==> config.mk <==
export PLATFORM = sky130hd
export DESIGN_NAME = register_bank
export DESIGN_NICKNAME = d
export VERILOG_FILES = /design/src/rtl/register_bank.sv
export SDC_FILE = /design/constraint.sdc
export NUM_CORES = 1
export LEC_CHECK = 0
export BUFFER_PORTS_ARGS = -buffer_cell sky130_fd_sc_hd__clkbuf_2
export CELL_PAD_IN_SITES_DETAIL_PLACEMENT = 1
export CELL_PAD_IN_SITES_GLOBAL_PLACEMENT = 1
export CORE_UTILIZATION = 40
export CTS_BUF_LIST = sky130_fd_sc_hd__clkbuf_8
export DETAILED_ROUTE_END_ITERATION = 8
export GPL_ROUTABILITY_DRIVEN = 0
export MAX_ROUTING_LAYER = met4
export PLACE_DENSITY = 0.82
export SETUP_SLACK_MARGIN = 0.5
export SLEW_MARGIN = 20
export SYNTH_ARGS = -nofsm -noshare
export SYNTH_HDL_FRONTEND = slang
export SYNTH_SLANG_ARGS = --single-unit
export TNS_END_PERCENT = 20
==> constraint.sdc <==
create_clock -name Clock -period 4.8 [get_ports Clock]
set_input_delay 0.96 -clock Clock [delete_from_list [all_inputs] [get_ports Clock]]
set_output_delay 0.96 -clock Clock [all_outputs]
set_load 0.005 [all_outputs]
==> src/rtl/register_bank.sv <==
// register_bank: NUM_REGS x WIDTH register file with FunSel ops, sticky wrap and zero flags, two read ports
module register_bank #(
  parameter int WIDTH = 16,
  parameter int NUM_REGS = 4,
  localparam int SEL_W = $clog2(NUM_REGS)
) (
  input  logic                Clock,
  input  logic                Reset,
  input  logic [NUM_REGS-1:0] RegSel,
  input  logic [2:0]          FunSel,
  input  logic [WIDTH-1:0]    I,
  input  logic                WrapClr,
  input  logic [SEL_W-1:0]    OutASel,
  input  logic [SEL_W-1:0]    OutBSel,
  output logic [WIDTH-1:0]    OutA,
  output logic [WIDTH-1:0]    OutB,
  output logic [NUM_REGS-1:0] Wrap,
  output logic [NUM_REGS-1:0] Zero
);
  localparam int H = WIDTH / 2;
  localparam int SLOTS = 2 ** SEL_W;
  function automatic logic [WIDTH-1:0] op(input logic [WIDTH-1:0] q, input logic [2:0] fs, input logic [WIDTH-1:0] d);
    case (fs)
      3'b000:  op = q - 1'b1;
      3'b001:  op = q + 1'b1;
      3'b010:  op = d;
      3'b011:  op = '0;
      3'b100:  op = {{H{1'b0}}, d[H-1:0]};
      3'b101:  op = {q[WIDTH-1:H], d[H-1:0]};
      3'b110:  op = {d[H-1:0], q[H-1:0]};
      default: op = {{H{d[H-1]}}, d[H-1:0]};
    endcase
  endfunction
  // slots beyond NUM_REGS read as zero so out-of-range selects need no extra compare
  logic [WIDTH-1:0] q [SLOTS];
  for (genvar r = 0; r < SLOTS; r++) begin : g_reg
    if (r < NUM_REGS) begin : g_live
      logic [WIDTH-1:0] qr, nq;
      logic w, z, ev;
      assign nq = RegSel[r] ? op(qr, FunSel, I) : qr;
      assign ev = RegSel[r] && ((FunSel == 3'b001 && &qr) || (FunSel == 3'b000 && ~|qr));
      always_ff @(posedge Clock or posedge Reset)
        if (Reset) begin
          qr <= '0;
          w  <= 1'b0;
          z  <= 1'b1;
        end else begin
          qr <= nq;
          w  <= ev | (w & ~WrapClr);
          z  <= ~|nq;
        end
      assign q[r] = qr;
      assign Wrap[r] = w;
      assign Zero[r] = z;
    end else begin : g_pad
      assign q[r] = '0;
    end
  end
  assign OutA = q[OutASel];
  assign OutB = q[OutBSel];
endmodule

==> qor.yml <==
combPwrFrac_pct: 55.9
port_buffers: 69
timing.setup.tns_ps: 0
cp.required_ps: 5040
avgSynthCellArea_sq_um: 8.94
power_density_mw_per_mm2: 465
start_util_pct: 40.8
ys_async_sr_fraction_pct: 100
swShare_pct: 47.3
hold_violations: 0
synth_area_leaders: "dfrtp_1 23%, ha_1 10%, mux4_2 9.8%"
post-cts-setup-buffer-count: 0
cap_violations: 0
grt_max_degree: 39
io_pins: 70
cp_max_fo: 33
grt-ovfl-total: 0
synth_cells: 820
grt_first_pass_wirelength_microns: 44600
first_pass_iters: 6
crit_path_cell_trace: "clkbuf_2 -> nor2_4 -> nand2_8 -> buf_4 -> fa_1 -> a211oi_1 -> o21ai_0 -> xnor2_1 -> o21ai_0 -> or3_1 -> nor4_1 -> nand4b_1 -> nor4_1"
cts_tree: "built"
yosysTopAreaCellShare_pct: 23.2
seq_area_frac_synth_pct: 24.6
ir_drop_uv: 226
dieArea_sq_mm: 0.0189
clock_path_buffers: 2
hp-class: "register to register"
synth_cell_type_count: 73
regArea_sq_mm: 0.00181
rsz0062_at_grt: "false"
clk_latency_ps: 370
synth_ff_type: "dfrtp_1"
slowest_stage: "fa_1"
fp.coreArea_sq_mm: 0.0180
mappedNetlistArea_sq_mm: 0.00733
antenna_found_initial: 0
crit_type: "primary input to register"
fin_ws_ps: 724
setup-violations-final: 0
dp_slack_ps: 420
arrival_ps: 4320
cts_sinks: 72
drc: 0
antennaDiodeCount: 0
yosys-top-cells-count: "76 x o21ai_0, 68 x dfrtp_1, 63 x nand2_1"
chipHeight_microns: 137
synth-edff-count: 0
clkTransAtPathRegs_ps: 60
multi_input_area_sq_mm: 0.00530
htreeDepth: 3
slew_violations: 0
final.min_clock_period_ps: 4080
power.leakage_nw: 3.47
ant_nets: 0
n_fill_cell: 2143
power_frac_seq_pct: 29.3
grt_use_total_pct: 32.4
period_share_pct: 84.9
numCtsBuffers: 9
slowest_delay_ps: 440
nets: 970
crit_path_start_kind: "primary input"
area_growth_pct: 11.1
wl_per_cell_microns: 26.0
drtIter0Drc: 818
max_freq_mhz: 245
tightest_slew_ps: 1060
synth_most_common_cell: "o21ai_0"
ys_ff_latch: 72
p_int_w: 0.00200
hpwl_microns: 22100
skew_ps: 10.1
vias: 7725
routed_wl_microns: 28900
syn-num-nets: 914
yosys_warnings: 0
fp.dieW_microns: 137
p_sw_w: 0.00179
grt_pass1_vias: 7808
synth_top_cell_by_area: "dfrtp_1"
timing.slew.headroom_pct: 29.0
drive_above_1_share_pct: 16.7
via_per_inst: 6.96
root_buffer: "clkbuf_8"
rows: 49
cp-end-kind: "register"
clkPwrFrac_pct: 14.8
status: "finished, final reports clean"
## cells in the final DEF, fill, tap and decap left out, types with 7 or more instances in the layout
cell type,count
buf_4,11
xnor2_1,22
o211ai_1,7
o21ai_0,76
nand4_1,30
a22oi_1,36
clkbuf_8,11
clkbuf_2,69
and2_1,9
a21boi_0,8
inv_1,28
a222oi_1,7
a32oi_1,7
a21o_1,24
nand3_1,14
nand2b_1,9
dfrtp_1,68
mux4_2,32
xor2_1,23
a211oi_1,13
a31oi_1,7
ha_1,60
nor3_1,13
nand2_1,62
nor4_1,26
nor2_1,35
nor2b_1,7
a21oi_1,47
o21a_1,11
## power groups by stage
stage               Combinational (W)  Sequential (W)  Clock, W
finish                        0.00212         0.00111  0.000560
global route                  0.00234         0.00111  0.000588
CTS                           0.00209         0.00108  0.000561
detailed placement            0.00207         0.00109         0
global placement              0.00200         0.00107         0
floorplan                     0.00154        0.000921         0
## cell type report
class                      count  area share [%]
clock buffer                  11            1.86
sequential                    72            22.2
clock inverter                 5           0.891
multi-input combinational    686            65.1
inverter                      27            1.24
timing repair buffer          80            5.25
tap                          229            3.52
## kinds of logic after synthesis
kind of cell,after synthesis,share of synthesized area [%]
flip-flops,72,24.6
AO/OA/AOI/OAI,293,26.4
XOR/XNOR,45,5.37
buffers and inverters,62,3.62
adder cells (fa/ha/maj),65,11.5
multiplexers,39,10.8
AND/OR/NAND/NOR,244,17.7
## flip-flops by register name (all words and copies together), names as in the netlist
register,count
g.g_live.qr,64
g.g_live.w,4
g.g_live.z,4
## routing by layer
| layer | wire length [microns] | vias to the layer above | track usage, % |
|---|---|---|---|
| met5 | 0 | - | - |
| met1 | 11100 | 3825 | 38.3 |
| met2 | 13600 | 437 | 51.5 |
| met3 | 2720 | 113 | 6.88 |
| li1 | - | 3350 | - |
| met4 | 1480 | 0 | 17.7 |
## worst max-delay path, delay by kind of cell
kind / cells / cell delay, ps
compound gates: 3 / 630
xor+xnor: 1 / 210
fa+ha+maj: 1 / 440
buf+inv: 2 / 390
simple gates: 6 / 1680
## metrics by stage
stage / util, % / hold WS, ps / cell area [sq um] / power, W / cells
after global placement: 44.0 / 527 / 7910 / 0.00308 / 1094
after global routing: 45.4 / 578 / 8150 / 0.00404 / 1110
after detailed placement: 44.0 / 541 / 7910 / 0.00317 / 1094
final: 45.4 / 543 / 8150 / 0.00379 / 1110
after CTS: 45.3 / 550 / 8140 / 0.00373 / 1110
after floorplan: - / 506 / 7380 / 0.00247 / 820
## path summary, 6_finish.rpt
path                                       startpoint                    end  slack [ps]  cells after the start
worst max register to register  g_reg[0].g_live.qr[1]      g_reg[0].g_live.z        1350                     10
min in group asynchronous                       Reset  g_reg[2].g_live.qr[1]         680                      2
worst min-delay path                g_reg[1].g_live.w      g_reg[1].g_live.w         540                      2
worst max-delay path                        FunSel[1]      g_reg[1].g_live.z         720                     13
max in group asynchronous                       Reset      g_reg[1].g_live.z        3080                      3
worst min register to register      g_reg[1].g_live.w      g_reg[1].g_live.w         540                      2
## repair_timing
item	4_1_cts	5_1_grt
hold buffers	0	0
resized for setup	0	2
endpoints found under the setup margin	0	1
(Power assumes the default switching activity.)
